**src/rtl/wb_arbiter_if.sv**
```systemverilog
// Writeback arbiter bus: result-producer handshake, scoreboard query and
// register-file write port grouped into one bundle.
interface wb_arbiter_if #(parameter int NSRC = 3);
    logic                 stall_i;
    logic [NSRC-1:0]      src_valid_i;
    logic [NSRC*5-1:0]    src_addr_i;
    logic [NSRC*32-1:0]   src_data_i;
    logic [NSRC-1:0]      src_ready_o;
    logic                 issue_i;
    logic [4:0]           issue_rd_i;
    logic [14:0]          rs_addr_i;
    logic                 hazard_o;
    logic [31:0]          busy_o;
    logic                 wb_write_o;
    logic [4:0]           wb_addr_o;
    logic [31:0]          wb_data_o;

    modport slave (
        input  stall_i, src_valid_i, src_addr_i, src_data_i, issue_i, issue_rd_i, rs_addr_i,
        output src_ready_o, hazard_o, busy_o, wb_write_o, wb_addr_o, wb_data_o
    );

    modport master (
        output stall_i, src_valid_i, src_addr_i, src_data_i, issue_i, issue_rd_i, rs_addr_i,
        input  src_ready_o, hazard_o, busy_o, wb_write_o, wb_addr_o, wb_data_o
    );
endinterface

```
**src/rtl/wb_arbiter.sv**
```systemverilog
// Round-robin arbiter for the integer register-file write port, with a
// single registered output stage and a pending-write scoreboard.
module wb_arbiter #(
    parameter int NSRC = 3
) (
    input logic        clk_i,
    input logic        reset_i,
    wb_arbiter_if.slave bus
);
    localparam int PW = (NSRC > 1) ? $clog2(NSRC) : 1;

    logic [PW-1:0] ptr, grant;
    logic          found;
    logic          stage_free, xfer, commit;
    logic [4:0]    g_addr;
    logic [31:0]   g_data;
    logic [31:0]   busy_nxt;

    assign stage_free = !bus.wb_write_o || !bus.stall_i;
    assign commit     = bus.wb_write_o && !bus.stall_i;
    assign xfer       = found && stage_free;

    // Two passes: sources at/after ptr first, then wrap to those before it.
    always_comb begin
        grant = '0;
        found = 1'b0;
        for (int j = 0; j < NSRC; j++) begin
            if (!found && bus.src_valid_i[j] && (PW'(j) >= ptr)) begin
                grant = PW'(j);
                found = 1'b1;
            end
        end
        for (int j = 0; j < NSRC; j++) begin
            if (!found && bus.src_valid_i[j]) begin
                grant = PW'(j);
                found = 1'b1;
            end
        end
    end

    always_comb begin
        g_addr          = '0;
        g_data          = '0;
        bus.src_ready_o = '0;
        for (int k = 0; k < NSRC; k++) begin
            if (grant == PW'(k)) begin
                g_addr             = bus.src_addr_i[5*k +: 5];
                g_data             = bus.src_data_i[32*k +: 32];
                bus.src_ready_o[k] = xfer;
            end
        end
    end

    always_ff @(posedge clk_i or posedge reset_i) begin
        if (reset_i) begin
            ptr            <= '0;
            bus.wb_write_o <= 1'b0;
            bus.wb_addr_o  <= '0;
            bus.wb_data_o  <= '0;
        end else if (stage_free) begin
            if (xfer) begin
                ptr            <= (grant == PW'(NSRC-1)) ? '0 : grant + 1'b1;
                // x0 results are consumed but never written or committed
                bus.wb_write_o <= (g_addr != 5'd0);
                bus.wb_addr_o  <= g_addr;
                bus.wb_data_o  <= g_data;
            end else begin
                bus.wb_write_o <= 1'b0;
            end
        end
    end

    // Issue is applied after commit so a same-edge set on the same register wins.
    always_comb begin
        busy_nxt = bus.busy_o;
        if (commit)
            busy_nxt[bus.wb_addr_o] = 1'b0;
        if (bus.issue_i && (bus.issue_rd_i != 5'd0))
            busy_nxt[bus.issue_rd_i] = 1'b1;
        busy_nxt[0] = 1'b0;
    end

    always_ff @(posedge clk_i or posedge reset_i) begin
        if (reset_i) bus.busy_o <= '0;
        else         bus.busy_o <= busy_nxt;
    end

    assign bus.hazard_o = bus.busy_o[bus.rs_addr_i[4:0]]
                        | bus.busy_o[bus.rs_addr_i[9:5]]
                        | bus.busy_o[bus.rs_addr_i[14:10]];
endmodule

```
**src/flat_wrapper.sv**
```systemverilog
// flat-port wrapper written by rule: the top's interface ports become plain ports
module wb_arbiter_flat 
#(
    parameter int NSRC = 3
)
  (clk_i, reset_i, bus_stall_i, bus_src_valid_i, bus_src_addr_i, bus_src_data_i, bus_issue_i, bus_issue_rd_i, bus_rs_addr_i, bus_src_ready_o, bus_hazard_o, bus_busy_o, bus_wb_write_o, bus_wb_addr_o, bus_wb_data_o);
  wb_arbiter_if #(.NSRC(NSRC)) bus_i ();
  input logic clk_i;
  input logic reset_i;
  input wire logic [$bits(bus_i.stall_i)-1:0] bus_stall_i;
  input wire logic [$bits(bus_i.src_valid_i)-1:0] bus_src_valid_i;
  input wire logic [$bits(bus_i.src_addr_i)-1:0] bus_src_addr_i;
  input wire logic [$bits(bus_i.src_data_i)-1:0] bus_src_data_i;
  input wire logic [$bits(bus_i.issue_i)-1:0] bus_issue_i;
  input wire logic [$bits(bus_i.issue_rd_i)-1:0] bus_issue_rd_i;
  input wire logic [$bits(bus_i.rs_addr_i)-1:0] bus_rs_addr_i;
  output wire logic [$bits(bus_i.src_ready_o)-1:0] bus_src_ready_o;
  output wire logic [$bits(bus_i.hazard_o)-1:0] bus_hazard_o;
  output wire logic [$bits(bus_i.busy_o)-1:0] bus_busy_o;
  output wire logic [$bits(bus_i.wb_write_o)-1:0] bus_wb_write_o;
  output wire logic [$bits(bus_i.wb_addr_o)-1:0] bus_wb_addr_o;
  output wire logic [$bits(bus_i.wb_data_o)-1:0] bus_wb_data_o;
  assign bus_i.stall_i = bus_stall_i;
  assign bus_i.src_valid_i = bus_src_valid_i;
  assign bus_i.src_addr_i = bus_src_addr_i;
  assign bus_i.src_data_i = bus_src_data_i;
  assign bus_i.issue_i = bus_issue_i;
  assign bus_i.issue_rd_i = bus_issue_rd_i;
  assign bus_i.rs_addr_i = bus_rs_addr_i;
  assign bus_src_ready_o = bus_i.src_ready_o;
  assign bus_hazard_o = bus_i.hazard_o;
  assign bus_busy_o = bus_i.busy_o;
  assign bus_wb_write_o = bus_i.wb_write_o;
  assign bus_wb_addr_o = bus_i.wb_addr_o;
  assign bus_wb_data_o = bus_i.wb_data_o;
  wb_arbiter #(.NSRC(NSRC)) u_core (.clk_i(clk_i), .reset_i(reset_i), .bus(bus_i));
endmodule
```
**config.mk**
```make
export PLATFORM = sky130hd
export DESIGN_NAME = wb_arbiter_flat
export DESIGN_NICKNAME = d
export VERILOG_FILES = /design/src/rtl/wb_arbiter_if.sv /design/src/rtl/wb_arbiter.sv /design/src/flat_wrapper.sv
export SDC_FILE = /design/constraint.sdc
export NUM_CORES = 1
export LEC_CHECK = 0
export ABC_AREA = 1
export CORE_MARGIN = 5
export CORE_UTILIZATION = 37
export DETAILED_ROUTE_END_ITERATION = 10
export PLACE_DENSITY = 0.88
export SETUP_SLACK_MARGIN = 0.4
export SLEW_MARGIN = 20
export SYNTH_ARGS = -nofsm -noshare
export SYNTH_HDL_FRONTEND = slang
export SYNTH_SLANG_ARGS = --single-unit
```
**constraint.sdc**
```tcl
create_clock -name clk_i -period 2.35 [get_ports clk_i]
set_clock_uncertainty 0.2 [all_clocks]
set_input_delay 0.47 -clock clk_i [delete_from_list [all_inputs] [get_ports clk_i]]
set_output_delay 0.47 -clock clk_i [all_outputs]
set_load 0.02 [all_outputs]
```
==> summary.txt <==
Initial core utilization -> 0.3774
Routability congestion estimate -> 0.9234
Initial antenna violation count -> 0
PnR worst setup slack -> -0.04191 ns
Row Count -> 39
Mux share of post-synthesis cell area -> 0
EDFF count, synth -> 0
Ports -> 212
I/O Buffers -> 210
Layout cell share with drive strength beyond 1 -> 0.2537
Worst-path clk slew -> 0.06 ns
Synth warnings -> 0
Vias in the first global route -> 5599
Most common cell in the netlist -> o21ai_0
Critical Path AT -> 1.72 ns
Xor/xnor share of the synthesized area -> 0
CP Max Fanout -> 4
Fin. Hold Viols -> 0
Core area -> 0.01142 mm²
Pwr Total -> 0.008155 W
Final period utilization -> 1.018
# DRC -> 0
1st-iter DRT viols -> 458
H-tree depth -> 3
Top cells by count, synth -> o21ai_0, nand3_1, dfrtp_1
Post-synthesis sequential area ratio -> 0.4123
Largest buffer count on any clock path -> 2
Top cells by area, synth -> dfrtp_1, o21ai_0, nand3_1
Setup TNS -> -0.04343 ns
Synth async-reset ratio -> 1.000
Hold crit path type -> reg2reg
Syn Inst Count -> 588
Fmax achieved -> 0.4181 GHz
Synthesized area per cell -> 7.328 µm²
DP HPWL -> 13710 µm
Synthesized net count -> 726
P&R area growth vs syn -> 87.08%
Fillers -> 812
Failing checks -> setup timing
Worst IR Drop VDD -> 0.5660 mV
DRT Wirelength -> 20420 µm
Area leader, netlist -> dfrtp_1
Post-synthesis cell type count -> 29
Synth Area in Compound Gates -> 0.3046
Pre-Repair DR Iteration Count -> 5
Wire per inst -> 20.06 µm
GRT Util Overall -> 0.2628
Via count -> 5920
Largest net degree at the start of global routing -> 29
Critical path class -> reg2out
Grt total ovfl -> 0
Max Cap Viol -> 0
Finish-stage setup viols -> 2
Worst setup EP type -> output port
First-pass GRT wire length -> 29550 µm
Adder-cell share of the synthesized area -> 0
Cts bufs inserted -> 9
Die Ht -> 117.9 µm
Clock sinks -> 71
Worst skew pair latency -> 0.34 ns
Nets@finish -> 1009
Min cycle time layout -> 2.392 ns
Status -> finished with violations
Inserted Diodes -> 0
Pleak -> 3.468 nW
Final Max Tran Viols -> 0
Die area -> 0.01391 mm²
Unrepaired setup endpoints after global routing -> yes
Combined area of the multi-input logic cells -> 0.002574 mm²
Req. time, crit path -> 1.68 ns
Most used DFF post-synth -> dfrtp_1
Yosys top cell area share -> 0.4123
Clock root buffer -> clkbuf_16
Post-Synth Simple-Gate Area -> 0.2149
TritonCTS clock tree -> built
CP Launch Type -> flip-flop
Area occupied by registers -> 0.001794 mm²
Cell area after synthesis -> 0.004309 mm²
Final ANT Viol Nets -> 0
Synth Register Bits -> 71
Hold_buf cts -> 0
Power Density -> 1012 mW/mm²
DR vias/cell -> 5.815
Main combinational cell family by area after synthesis -> compound AO/OA/AOI/OAI gates
Chip width -> 117.9 µm
Worst slack, placed -> -0.8179 ns
[sequential cells by signal (all words and copies together) (netlist names)]
register	count
u_core.bus.busy_o	31
u_core.bus.wb_data_o	32
u_core.ptr	2
u_core.bus.wb_write_o	1
u_core.bus.wb_addr_o	5
[metal layers]
layer  vias up  wire length (µm)  share of wire  global-route usage
met3        62              2148           0.11             0.07448
met5         -                 0              0                   0
li1       2670                 -              -                   -
met2       395             10400           0.51              0.4696
met1      2793              7095           0.35              0.2903
met4         0               784          0.038              0.1104
[critical path, stage by stage, from the launching register on]
cell and delay [ns]:
dfrtp_2 0.45, buf_6 0.14, nor2_4 0.13, nor2_4 0.06, a31oi_4 0.21, buf_12 0.15, nand2_8 0.04, nor2_4 0.09
buf_6 0.13
[report_power, final]
part	switching, W	leakage [nW]	internal [W]
clock network	0.000531	0.175	0.00114
logic	0.00226	2.47	0.00186
registers	0.000623	0.823	0.00175
total	0.00341	3.47	0.00474
[cells in the final DEF (no fill, tap or decap), types with 3 or more instances in the layout]
cell             netlist  final
a21oi_1               51     32
a21oi_2                0     18
a31oi_1               23     23
buf_12                 0     11
buf_2                  7      4
buf_4                  6     61
buf_6                  1     16
bufbuf_16              0      3
bufinv_16              0      4
clkbuf_16              0     10
clkdlybuf4s50_1        0    124
clkinvlp_4             0      3
dfrtp_1               71     57
dfrtp_2                0     14
dlygate4sd2_1          0     74
inv_1                 35     21
inv_2                  2     11
nand2_1               66     56
nand2_2                3      7
nand2_4                0      5
nand3_1               73     65
nand3_2                0      7
nor2_1                62     49
nor2_2                 3     10
nor2_4                 0      6
o211ai_1               4      4
o21ai_0              122     82
o21ai_1                2     37
o21ai_2                0      4
o21bai_1               4      3
o221ai_1               8      7
o22ai_1                8      4
o22ai_2                0      4
o31ai_1                9      9
[repair_timing]
action,4_1_cts,5_1_grt
buffers inserted,13,11
cloned,7,2
gates resized for setup,188,94
pin swaps,26,30
endpoints found under the setup margin,112,71
[path summary, 6_finish.rpt]
path / slack, ns / from / end / cells after the start
worst max-delay path: -0.04 / u_core.ptr[1] / bus_src_ready_o[0] / 8
worst min-delay path: 0.28 / u_core.bus.wb_data_o[21] / u_core.bus.wb_data_o[21] / 2
max in group asynchronous: 1.15 / reset_i / u_core.ptr[1] / 3
worst min register to register: 0.28 / u_core.bus.wb_data_o[21] / u_core.bus.wb_data_o[21] / 2
worst max register to register: 0.03 / u_core.ptr[1] / u_core.bus.wb_write_o / 13
min in group asynchronous: 0.31 / reset_i / u_core.bus.wb_write_o / 2
[area by class of cell]
| cell class | instances | share of cell area |
|---|---|---|
| sequential | 71 | 0.2226 |
| timing repair buffer | 299 | 0.3685 |
| multi-input combinational | 450 | 0.3193 |
| timing repair inverter | 2 | 0.001552 |
| tap | 143 | 0.02219 |
| inverter | 38 | 0.02142 |
| clock inverter | 6 | 0.01661 |
| clock buffer | 9 | 0.02794 |
[metrics by stage]
step | instance area [µm²] | hold slack (ns) | utilization | instances
after floorplan | 4446 | 0.3593 | - | 588
after global placement | 7018 | 0.2662 | 0.6146 | 970
after detailed placement | 7018 | 0.2677 | 0.6146 | 970
after CTS | 7732 | 0.2771 | 0.6772 | 1005
after global routing | 8061 | 0.3041 | 0.7060 | 1018
final | 8061 | 0.2760 | 0.7060 | 1018
[kinds of logic after synthesis]
family / count (synthesis)
other cells: 1
buf+inv: 67
simple gates: 214
flops: 71
compound gates: 235
No activity file was read; power rests on OpenSTA's default activity.
==> RTL edit 1, RTL diff (same flow settings) <==
`NSRC` is set to 3 in 3 places; all go to 2.
--- a/src/rtl/wb_arbiter_if.sv
+++ b/src/rtl/wb_arbiter_if.sv
@@ -1,6 +1,6 @@
 // Writeback arbiter bus: result-producer handshake, scoreboard query and
 // register-file write port grouped into one bundle.
-interface wb_arbiter_if #(parameter int NSRC = 3);
+interface wb_arbiter_if #(parameter int NSRC = 2);
     logic                 stall_i;
     logic [NSRC-1:0]      src_valid_i;
     logic [NSRC*5-1:0]    src_addr_i;
--- a/src/rtl/wb_arbiter.sv
+++ b/src/rtl/wb_arbiter.sv
@@ -1,7 +1,7 @@
 // Round-robin arbiter for the integer register-file write port, with a
 // single registered output stage and a pending-write scoreboard.
 module wb_arbiter #(
-    parameter int NSRC = 3
+    parameter int NSRC = 2
 ) (
     input logic        clk_i,
     input logic        reset_i,
--- a/src/flat_wrapper.sv
+++ b/src/flat_wrapper.sv
@@ -1,7 +1,7 @@
 // flat-port wrapper written by rule: the top's interface ports become plain ports
 module wb_arbiter_flat 
 #(
-    parameter int NSRC = 3
+    parameter int NSRC = 2
 )
   (clk_i, reset_i, bus_stall_i, bus_src_valid_i, bus_src_addr_i, bus_src_data_i, bus_issue_i, bus_issue_rd_i, bus_rs_addr_i, bus_src_ready_o, bus_hazard_o, bus_busy_o, bus_wb_write_o, bus_wb_addr_o, bus_wb_data_o);
   wb_arbiter_if #(.NSRC(NSRC)) bus_i ();
Ports: changed (resized bus_src_addr_i, bus_src_data_i, bus_src_ready_o and bus_src_valid_i); port bits go from 212 to 173. The function was not compared with the original's and may differ.
==> RTL edit 1 against the original RTL <==
Clock power shrank 37%. Final area shrank 19%. Synthesized area shrank 5.3%. Non-clock buffer count shrank 89. Routed wire length shrank 23%. Sequential cell count shrank 1. Power shrank 32%. Critical path type is now in2out. Setup slack gained 0.11 ns. Fmax grew 4.8%. Highest routed layer unchanged. Critical path depth grew 3. Critical endpoint is now bus_hazard_o. Final cell count shrank 8.9%.
==> RTL edit 1: results (changes against the original RTL) <==
- Outcome: complete, no violations
- Hold path startpoint: u_core.bus.wb_data_o[29]
- Int Power: 0.00321 W (-32%)
- Initial antenna violation count: 1 (+1)
- Worst Path Arrival: 1.61 ns (-0.11 ns)
- Global-route wire length before repair: 24,400 microns (-18%)
- Power, Total: 0.00552 W (-32%)
- Seq/Total Area, Yosys: 42.9% (+1.7 points)
- # nets final: 881 (-13%)
- Port buffer count: 171 (-19%)
- Worst Path Max Fanout: 8 (+4)
- Met1 WL: 5610 microns (-21%)
- Max VDD drop: 0.000447 V (-21%)
- Final Instance Count excl. Fillers: 927 (-8.9%)
- Share of cells above drive strength 1: 13.0% (-12 points)
- Final instance area: 0.00651 sq mm (-19%)
- Global placement routability congestion: 0.950 (+2.9%)
- Starting DRT DRC Count: 518 (+13%)
- Met2 wire length: 7550 microns (-27%)
- R2R setup slack: 0.55 ns (+0.52 ns)
- Vias per inst: 5.30 (-8.9%)
- Placed inst area: 0.00601 sq mm (-14%)
- Comb power frac: 44.1% (-6.4 points)
- Dpl ws: -0.706 ns (+0.112 ns)
- # fillers: 967 (+19%)
- Critical Path Start: bus_rs_addr_i[5]
- Largest net degree at the start of global routing: 71 (+140%)
- Cell family with most CP delay: simple AND/OR/NAND/NOR gates
- Compound-gate portion of the synthesized area: 9.88% (-21 points)
-- RTL edit 1: worst reg2reg max path, delay by kind of cell (launching register included) --
family                 cells  cell delay (ns)
DFF                        1             0.40
buffers and inverters      3             0.54
and+or+nand+nor            4             0.51
AOI/OAI and AO/OA          1             0.09
-- RTL edit 1: layout make-up --
class | count | area share, %
timing repair buffer | 210 | 32.5
inverter | 47 | 2.96
tap | 140 | 2.69
sequential | 70 | 27.1
antenna | 1 | 0.0385
clock inverter | 2 | 0.577
multi-input combinational | 443 | 31.3
clock buffer | 14 | 2.81
-- RTL edit 1: power groups by stage --
stage | sequential (W) | combinational (W) | clock [W]
5_1_grt | 0.00208 | 0.00265 | 0.00111
4_1_cts | 0.00199 | 0.00239 | 0.00106
6_report | 0.00203 | 0.00244 | 0.00105
3_5_place_dp | 0.00202 | 0.00249 | 0
3_3_place_gp | 0.00200 | 0.00244 | 0
2_1_floorplan | 0.00233 | 0.000850 | 0
==> RTL edit 2, RTL diff (config.mk and constraints unchanged) <==
Without the edit above. Reset style: synchronous (`reset_i`), changed in 2 clocked blocks.
--- a/src/rtl/wb_arbiter.sv
+++ b/src/rtl/wb_arbiter.sv
@@ -51,7 +51,7 @@
         end
     end
 
-    always_ff @(posedge clk_i or posedge reset_i) begin
+    always_ff @(posedge clk_i) begin
         if (reset_i) begin
             ptr            <= '0;
             bus.wb_write_o <= 1'b0;
@@ -80,7 +80,7 @@
         busy_nxt[0] = 1'b0;
     end
 
-    always_ff @(posedge clk_i or posedge reset_i) begin
+    always_ff @(posedge clk_i) begin
         if (reset_i) bus.busy_o <= '0;
         else         bus.busy_o <= busy_nxt;
     end
Behaviour: differs if reset_i is asserted again (counterexample within 4 cycles, from zero or initial values and one cycle with reset_i high); with reset_i held inactive, the same outputs for 4 cycles.
==> RTL edit 2 against the original RTL <==
The flow still finishes with violations (setup timing). Sequential cell count is the same. Critical path type is now reg2reg. Utilization increased by 7.2 points. Setup slack got worse by 0.030 ns. Highest routed layer unchanged. Final area rose by 5.0%. Synthesized area decreased by 4.0%. Fmax is 1.2% lower. Routed wire length up 28%.
Power is not compared: it rests on default switching activity, and its combinational part moved more than twofold at a synthesized area within 25%.
==> RTL edit 2: results (changes against the original RTL) <==
- Largest net degree at the start of global routing: 39 (+34%)
- Vias per inst: 6.22 (+6.9%)
- Starting DRT DRC Count: 606 (+32%)
- Met3 usage: 7.83% (+0.38 points)
- Placed inst area: 0.00700 sq mm (-0.32%)
- Root Driver: clkbuf_8
- Cell family with most CP delay: buffers and inverters
- Crit path max-delay cell type: dfxtp_4
- Post-synthesis mux area share: 0.968% (+0.97 points)
- M1 GR Usage: 33.5% (+4.4 points)
- Die area: 0.0134 sq mm (-3.6%)
- Critical Path Start: u_core.ptr[1]
- Cts repair resizes: 275 (+46%)
- Worst r2r path cells: 17 (+4)
- Top post-synthesis cells by count: a21oi_1 (121), o21ai_0 (103), dfxtp_1 (71)
- Share of cells above drive strength 1: 33.4% (+8.0 points)
- Failing checks: setup timing
- Crit path to: u_core.bus.wb_write_o
- Final setup vio count: 6 (+4)
- R2R setup slack: -0.07 ns (-0.10 ns)
- # fillers: 625 (-23%)
- Tot GR Track Use: 32.7% (+6.5 points)
- Setup WS post-layout: -0.0714 ns (-0.0295 ns)
- Post-CTS setup buffers: 19 (+6)
- Met1 WL: 8610 microns (+21%)
- Clk slew on worst S/H paths: 0.09 ns (+0.03 ns)
- Met2 wire length: 12,100 microns (+17%)
- Global-route wire length before repair: 33,800 microns (+14%)
- Outcome: complete, but fails checks
- Distinct cells, synth: 38 (+31%)
- Main synth FF type: dfxtp_1
- Routed met3 length: 3080 microns (+43%)
- Inverter count: 46 (+15%)
- Seq/Total Area, Yosys: 34.4% (-6.9 points)
- Buffers excl. clock: 330 (+10%)
- GRT met2 Usage: 58.0% (+11 points)
- Ranking of synthesized cells by area: dfxtp_1 (34%), a21oi_1 (15%), o21ai_0 (12%), nand2_1 (5.6%), a22oi_1 (5.3%)
- Post-synth net total: 741 (+2.1%)
- Compound-gate portion of the synthesized area: 39.8% (+9.3 points)
-- RTL edit 2: cell count changes after synthesis, sizes merged, moves of 7 or more --
cell,change
dfrtp,-71
dfxtp,+71
a21oi,+70
nor2,-36
nand3,-35
a22oi,+29
a31oi,-21
nor3,+11
inv,+8
o31ai,-8
o21ai,-7
o22ai,-7
-- RTL edit 2: per-stage QoR --
stage	setup WS, ns	total power, W	TNS, ns
3_5_place_dp	-0.860	0.00274	-20.75
2_1_floorplan	0.262	0.00202	0
4_1_cts	0.0108	0.00390	0
3_3_place_gp	-0.864	0.00271	-20.32
5_1_grt	-0.144	0.00443	-0.759
6_report	-0.0714	0.00431	-0.169
-- RTL edit 2: worst min-delay path by stage --
stage,slack [ns],to
floorplan,0.33,u_core.ptr[0]
global placement,0.28,u_core.bus.wb_data_o[5]
detailed placement,0.28,u_core.bus.wb_data_o[5]
CTS,0.30,u_core.bus.wb_data_o[5]
global route,0.35,u_core.bus.wb_data_o[30]
finish,0.32,u_core.bus.busy_o[30]
